**config.mk**
```make
export PLATFORM = sky130hd
export DESIGN_NAME = cnn_acc_requant_22s_14s
export DESIGN_NICKNAME = d
export VERILOG_FILES = /design/src/rtl/cnn_acc_requant_22s_14s.sv
export SDC_FILE = /design/constraint.sdc
export NUM_CORES = 1
export LEC_CHECK = 0
export ABC_CLOCK_PERIOD_IN_PS = 3470
export BUFFER_PORTS_ARGS = -buffer_cell sky130_fd_sc_hd__buf_2
export CAP_MARGIN = 10
export CORE_MARGIN = 8
export CORE_UTILIZATION = 59
export DETAILED_ROUTE_END_ITERATION = 10
export PLACE_DENSITY = 0.8
export SETUP_SLACK_MARGIN = 0.3
export SLEW_MARGIN = 25
export SYNTH_ARGS = -nofsm -noshare
export SYNTH_HDL_FRONTEND = slang
export SYNTH_SLANG_ARGS = --single-unit
```
**constraint.sdc**
```tcl
create_clock -name ap_clk -period 3.47 [get_ports ap_clk]
set_input_delay 0.5205 -clock ap_clk [delete_from_list [all_inputs] [get_ports ap_clk]]
set_output_delay 0.5205 -clock ap_clk [all_outputs]
set_load 0.02 [all_outputs]
```
**src/rtl/cnn_acc_requant_22s_14s.sv**
```systemverilog
// Signed product accumulator with shift/round/saturate requantization to a 14-bit result.
// Optional build macro ACC_ROUND_NEAREST_EN selects round-half-up instead of truncation.
module cnn_acc_requant_22s_14s #(
    parameter int PROD_WIDTH = 22,
    parameter int ACC_WIDTH  = 32,
    parameter int OUT_WIDTH  = 14,
    parameter int FRAC_SHIFT = 8
) (
    input  logic                  ap_clk,
    input  logic                  ap_rst_n,
    input  logic                  s_valid,
    output logic                  s_ready,
    input  logic [PROD_WIDTH-1:0] s_data,
    input  logic                  s_last,
    output logic                  m_valid,
    input  logic                  m_ready,
    output logic [OUT_WIDTH-1:0]  m_data,
    output logic                  m_sat
);

    // Handshake: a transfer happens on a rising edge where valid && ready are both 1;
    // a source holds valid and data stable until that edge.

    localparam logic [1:0] ST_ACC = 2'd0;
    localparam logic [1:0] ST_QNT = 2'd1;
    localparam logic [1:0] ST_OUT = 2'd2;

    localparam logic signed [ACC_WIDTH-1:0] ACC_MAX = {1'b0, {(ACC_WIDTH-1){1'b1}}};
    localparam logic signed [ACC_WIDTH-1:0] ACC_MIN = ~ACC_MAX;
    localparam logic signed [ACC_WIDTH:0]   OUT_MAX =
        (ACC_WIDTH+1)'((64'sd1 <<< (OUT_WIDTH-1)) - 64'sd1);
    localparam logic signed [ACC_WIDTH:0]   OUT_MIN = ~OUT_MAX;
`ifdef ACC_ROUND_NEAREST_EN
    localparam logic signed [ACC_WIDTH:0]   RND = (ACC_WIDTH+1)'((64'sd1 <<< FRAC_SHIFT) >>> 1);
`else
    localparam logic signed [ACC_WIDTH:0]   RND = '0;
`endif

    logic [1:0]                  state;
    logic signed [ACC_WIDTH-1:0] acc;
    logic                        acc_sat;

    logic signed [PROD_WIDTH-1:0] prod;
    logic signed [ACC_WIDTH:0]    acc_x;
    logic signed [ACC_WIDTH:0]    prod_x;
    logic signed [ACC_WIDTH:0]    sum;
    logic                         sum_ovf;
    logic signed [ACC_WIDTH-1:0]  acc_next;
    logic signed [ACC_WIDTH:0]    rnd_sum;
    logic signed [ACC_WIDTH:0]    shifted;
    logic                         clip_hi;
    logic                         clip_lo;
    logic [OUT_WIDTH-1:0]         q_data;

    assign prod    = s_data;
    assign s_ready = (state == ST_ACC);

    always_comb begin
        acc_x   = (ACC_WIDTH+1)'(acc);
        prod_x  = (ACC_WIDTH+1)'(prod);
        sum     = acc_x + prod_x;
        // One guard bit: the add overflowed iff the top two bits disagree.
        sum_ovf = sum[ACC_WIDTH] ^ sum[ACC_WIDTH-1];
        if (!sum_ovf) begin
            acc_next = sum[ACC_WIDTH-1:0];
        end else if (sum[ACC_WIDTH]) begin
            acc_next = ACC_MIN;
        end else begin
            acc_next = ACC_MAX;
        end

        rnd_sum = acc_x + RND;
        shifted = rnd_sum >>> FRAC_SHIFT;
        clip_hi = (shifted > OUT_MAX);
        clip_lo = (shifted < OUT_MIN);
        if (clip_hi) begin
            q_data = OUT_MAX[OUT_WIDTH-1:0];
        end else if (clip_lo) begin
            q_data = OUT_MIN[OUT_WIDTH-1:0];
        end else begin
            q_data = shifted[OUT_WIDTH-1:0];
        end
    end

    always_ff @(posedge ap_clk or negedge ap_rst_n) begin
        if (!ap_rst_n) begin
            state   <= ST_ACC;
            acc     <= '0;
            acc_sat <= 1'b0;
            m_valid <= 1'b0;
            m_data  <= '0;
            m_sat   <= 1'b0;
        end else begin
            case (state)
                ST_ACC: begin
                    if (s_valid) begin
                        acc <= acc_next;
                        if (sum_ovf) acc_sat <= 1'b1;
                        if (s_last) state <= ST_QNT;
                    end
                end
                ST_QNT: begin
                    m_data  <= q_data;
                    m_sat   <= clip_hi | clip_lo | acc_sat;
                    m_valid <= 1'b1;
                    state   <= ST_OUT;
                end
                ST_OUT: begin
                    if (m_ready) begin
                        m_valid <= 1'b0;
                        acc     <= '0;
                        acc_sat <= 1'b0;
                        state   <= ST_ACC;
                    end
                end
                default: state <= ST_ACC;
            endcase
        end
    end

endmodule

```
-- Word-level counts from Yosys, hierarchy flattened
Cells that the tools add are included.
- logic and storage cells: 41
- flip-flop bits (word level): 51
- bits of input ports: 27
- output and inout port bits: 17
- $lt $le $gt $ge: 2
- reduce and logical (&&, ||, !) cells: 7
- eq/ne operators: 6
- $add $sub $neg: 1
- muxes and demuxes: 16
- bitwise logic cells: 3
- operators with widths (operator ; number):
    $mux W32 ; 4
    $pmux W32 S2 ; 1
    $add A32 B22 Y33 ; 1
    $mux W14 ; 2
    $gt A24 B14 Y1 const B ; 1
    $lt A24 B14 Y1 const B ; 1
    $mux W2 ; 3
    $pmux W2 S3 ; 1
    $reduce_and A3 Y1 ; 2
    $ne A2 B1 Y1 const B ; 2
    $ne A2 B2 Y1 const B ; 2
    $pmux W1 S2 ; 2
    $reduce_and A4 Y1 ; 1
    $reduce_bool A2 Y1 ; 2
    $mux W1 ; 3
    $eq A2 B1 Y1 const B ; 1
    $eq A2 B2 Y1 const B ; 1
    $logic_not A2 Y1 ; 1
    $or A1 B1 Y1 ; 2
    $reduce_and A2 Y1 ; 1
    $xor A1 B1 Y1 ; 1

-- Depth between registers and ports, before layout
- word-level depth: 5
- gate-level depth with buffers: 12
- depth with buffers taken out: 11

-- Worst setup path after synthesis
Ideal clock, no wire load.
- kind: input to register
- start point: input port s_data[0]
- end point: register acc[30]
- buffers on the path: 0
- data required time: 3.339 ns
- arrival time: 2.927 ns
- library setup time: 0.131 ns
- stages: 11
- path slack: 0.411 ns
- cells stage by stage: ha_1 > fa_1 > a211oi_1 > o211ai_1 > a21oi_2 > o21ai_2 > a31oi_2 > o221ai_2 > xnor2_2 > a2111oi_0 > o21ai_1
- word-level cells in the longest chain between the ends: 5
- elaborated cells between the ends (all ways): 6
- classes of those cells: 1 x add/sub; 4 x mux; 1 x bitwise
- ends and longest elaborated chain (element ; line ; source):
    start: declaration ; 13 ; input logic [PROD_WIDTH-1:0] s_data,
    $add A32 B22 Y33 (*) ; 61 ; sum = acc_x + prod_x;
    $mux W32 / $xor A1 B1 Y1 (equally long branches) ; 66, 63 ;
    $mux W32 (*) ; 64 ; if (!sum_ovf) begin
    $mux W32 (*) ; 96 ; if (s_valid) begin
    $pmux W32 S2 (*) ; 94 ; case (state)
    end signal: assignment ; 97 ; acc <= acc_next;
    end: declaration ; 40 ; logic signed [ACC_WIDTH-1:0] acc;
Mark *: on every way between the ends. The rest lies on a longest branch, timed or not. The select of a mux whose other input is x is not followed.
A chain may end at the register's enable or synchronous reset.

-- Worst setup path in the final report
- start point: register acc[10]
- end point: register acc[19]
- word-level cells in the longest chain between the ends: 5
- elaborated cells between the ends (all ways): 6
- classes of those cells: 1 x add/sub; 4 x mux; 1 x bitwise
- ends and longest elaborated chain (element ; line):
    $add A32 B22 Y33 (*) ; 61
    $mux W32 / $xor A1 B1 Y1 (equally long branches) ; 66, 63
    $mux W32 (*) ; 64
    $mux W32 (*) ; 96
    $pmux W32 S2 (*) ; 94
Marks and branches as above.

==> qor.yml <==
detail_route.first_pass.iterations: 4
core_region_area_um2: 6350
setup-tns-final_ns: 0
drc: 0
hold_buffers: 0
finalWorstPathRequiredPeriod_ns: 3.015
critical-path-top-delay-family: "compound AO/OA/AOI/OAI gates"
worstRegToRegCells: 11
ys_async_sr_fraction: 1.000
filler_cell_count: 530
hold_viol: 0
place.port_buffers: 43
timing.slew.headroom: 0.4333
crit_required_ns: 3.67
clk_root_buffer_cell: "clkbuf_8"
critical_path.reg2reg.endpoint: "acc[19]"
syn_area_per_cell_um2: 8.484
final_min_period_over_clock_period: 0.8689
p_per_area_nw_per_um2: 1060
via_per_inst: 5.877
synth.lib_cells_used.distinct: 54
worst_path_most_repeated_cell: "o21ai_1"
cts-htree-levels: 2
crit_path_end_kind: "register"
dr_wl_met2_mm: 4.122
synth_seq_cells: 51
crit_path_start_kind: "register"
floorplan.die.height_um: 96.98
leakage_power_of_the_design_nw: 1.962
postSynthCellCount: 456
yosysMostFrequentCell: "nand2_1"
synth_largest_type_area_fraction: 0.3299
setup.reg_to_reg.worst_slack_ns: 0.45
num-nets-final: 559
vias_in_the_first_global_route: 3353
netlist_top_cells_area: "dfrtp_1 33%, ha_1 10%, nand2_1 6.4%"
cts_tree: "done"
drt-met1-wl_mm: 4.042
clock_sinks: 51
clkSlewWorstSetupHoldPaths_ns: 0.11
ys.flop_type: "dfrtp_1"
starting_density_of_the_core: 0.6093
timing.rr.start: "acc[10]"
detailedRoute.firstIterationViolations: 163
cap_violations: 0
worst_path_buf_inv: 1
crit_arrival_ns: 3.22
global_route.overflow_total: 0
worstSetupPathType: "reg -> reg"
chipWidth_um: 96.98
postRouteWirelength_mm: 8.839
final_layout_size_suffix_gt1_frac: 0.1940
grtUsageTotal: 0.1890
grt_first_pass_wirelength_mm: 15.37
rsz0062_at_grt: "no"
grt_start_max_net_pins: 39
number_of_synthesized_flops_with_an_enable_pin: 0
sequential_to_total_area_share_from_yosys_stat: 0.3299
stdcell_count: 577
finalWeightedCongestion: 0.9305
grt_antenna_before_repair: 0
irDropWorstVdd_uv: 591.8
max-clock-path-buffers: 2
cts_inserted_buffers: 5
floorplan.io_pins: 44
cells_along_the_critical_path: "ha_1, a2111oi_2, o21ai_1, a32oi_2, or4_4, a21oi_2, a211oi_4, mux2_4, nand2_4, buf_12, o21ai_1"
flow.area_growth_from_synthesis_pct: 11.22
route.antenna.remaining_nets: 0
n_antenna_cell: 0
clk_latency_ns: 0.31
setup_viol: 0
die_area_um2: 9404
synth.net_count: 516
dr_wl_met3_um: 550
synth.yosys.warnings: 0
timing.final.ws_setup_ns: 0.4549
netlist_top_cells_count: "66 x nand2_1, 54 x nor2_1, 51 x dfrtp_1"
f_max_mhz: 331.7
hp-class: "in -> async"
worst-path-max-fanout: 13
synth_top_cell_by_area: "dfrtp_1"
wire_per_inst_um: 15.32
top_layer: "met4"
cp_slowest_cell: "dfrtp_1"
dp_worst_setup_slack_ns: 0.002457
detailed_place_hpwl_mm: 6.840
outcome: "complete, no violations"
clock-skew-final_ns: 0.01128
crit_path_max_incr_delay_ns: 0.41
worst_slew_pin_slew_ns: 0.8501
slew_viol_final: 0
detailroute.via_count: 3391
syn_area_um2: 3869
placement_rows: 29
place_inst: 568
## per-layer routing
layer	track usage	vias to the layer above
met5	0	-
met4	0.06391	0
met3	0.04623	13
met2	0.3083	96
met1	0.2372	1556
li1	-	1726
## worst max-delay path by stage
| stage | start | end | slack, ns | cells after the start |
|---|---|---|---|---|
| finish | acc[10] | acc[19] | 0.45 | 11 |
| global route | acc[2] | acc_sat | 0.32 | 11 |
| CTS | acc[0] | acc[30] | 0.33 | 11 |
| detailed placement | s_data[0] | acc[30] | 0.002 | 12 |
| global placement | s_data[0] | acc[8] | 0.13 | 13 |
| floorplan | s_data[0] | acc[30] | 0.41 | 11 |
## layout make-up
| class | instances | area, um2 | share of cell area |
|---|---|---|---|
| multi-input cells | 376 | 2444 | 0.5679 |
| well taps | 77 | 96.34 | 0.02239 |
| repair buffers | 54 | 346.6 | 0.08055 |
| clock inverters | 2 | 16.27 | 0.003780 |
| clock buffers | 6 | 82.58 | 0.01919 |
| inverters | 11 | 41.29 | 0.009596 |
| flip-flops and latches | 51 | 1276 | 0.2966 |
## state kept, by name, summed over array words and instances, names as in the netlist
name     cells
acc         32
m_data      14
state        2
acc_sat      1
m_sat        1
m_valid      1
## report_power, final
group	internal, W	switching, W	total [W]
Clock	0.000163	0.000212	0.000376
Combinational	0.00126	0.00181	0.00308
Sequential	0.000885	0.000227	0.00111
Total	0.00231	0.00225	0.00456
## cell usage in the layout (no fill, tap or decap), types with 3 or more instances in the layout
cell,count
dfrtp_1,51
buf_2,43
nor3_1,6
and3_1,4
ha_1,31
a21o_1,5
a21oi_1,33
nor2_1,54
buf_4,6
nor2b_1,3
a211oi_1,8
inv_1,11
o21ai_0,27
and2_1,4
xor2_1,9
or3_1,3
nand2_1,66
a31oi_1,5
xnor2_1,15
o211ai_1,7
o21ai_2,19
nand4_1,6
nand2b_1,6
clkbuf_8,6
nand3_1,9
o21a_1,5
o31ai_1,4
buf_12,3
o21ai_1,16
## cell families (layout without fill, tap and decap cells)
kind of cell    Yosys count  count (layout)  share of synthesized area
simple gates            166             166                     0.1886
buf+inv                  29              73                    0.04301
flops                    51              51                     0.3299
compound gates          151             151                     0.2675
mux                       1               1                   0.003880
fa+ha+maj                33              33                     0.1087
xor+xnor                 25              25                    0.05854
## stage by stage
stage	utilization	hold slack (ns)	instance area, um2	total power (W)
2_1_floorplan	-	0.2249	3869	0.003455
3_3_place_gp	0.6552	0.4559	4160	0.004038
3_5_place_dp	0.6575	0.4596	4175	0.004132
4_1_cts	0.6745	0.3379	4283	0.004533
5_1_grt	0.6776	0.3791	4303	0.004964
6_report	0.6776	0.3058	4303	0.004563
## what timing repair did
action                                  CTS  global route
pin swaps                                 0             2
resized for setup                         1             4
hold endpoints to repair                  0             0
endpoints found under the setup margin   16            32
buffers inserted                          0             1
No activity file was read; power rests on OpenSTA's default activity.
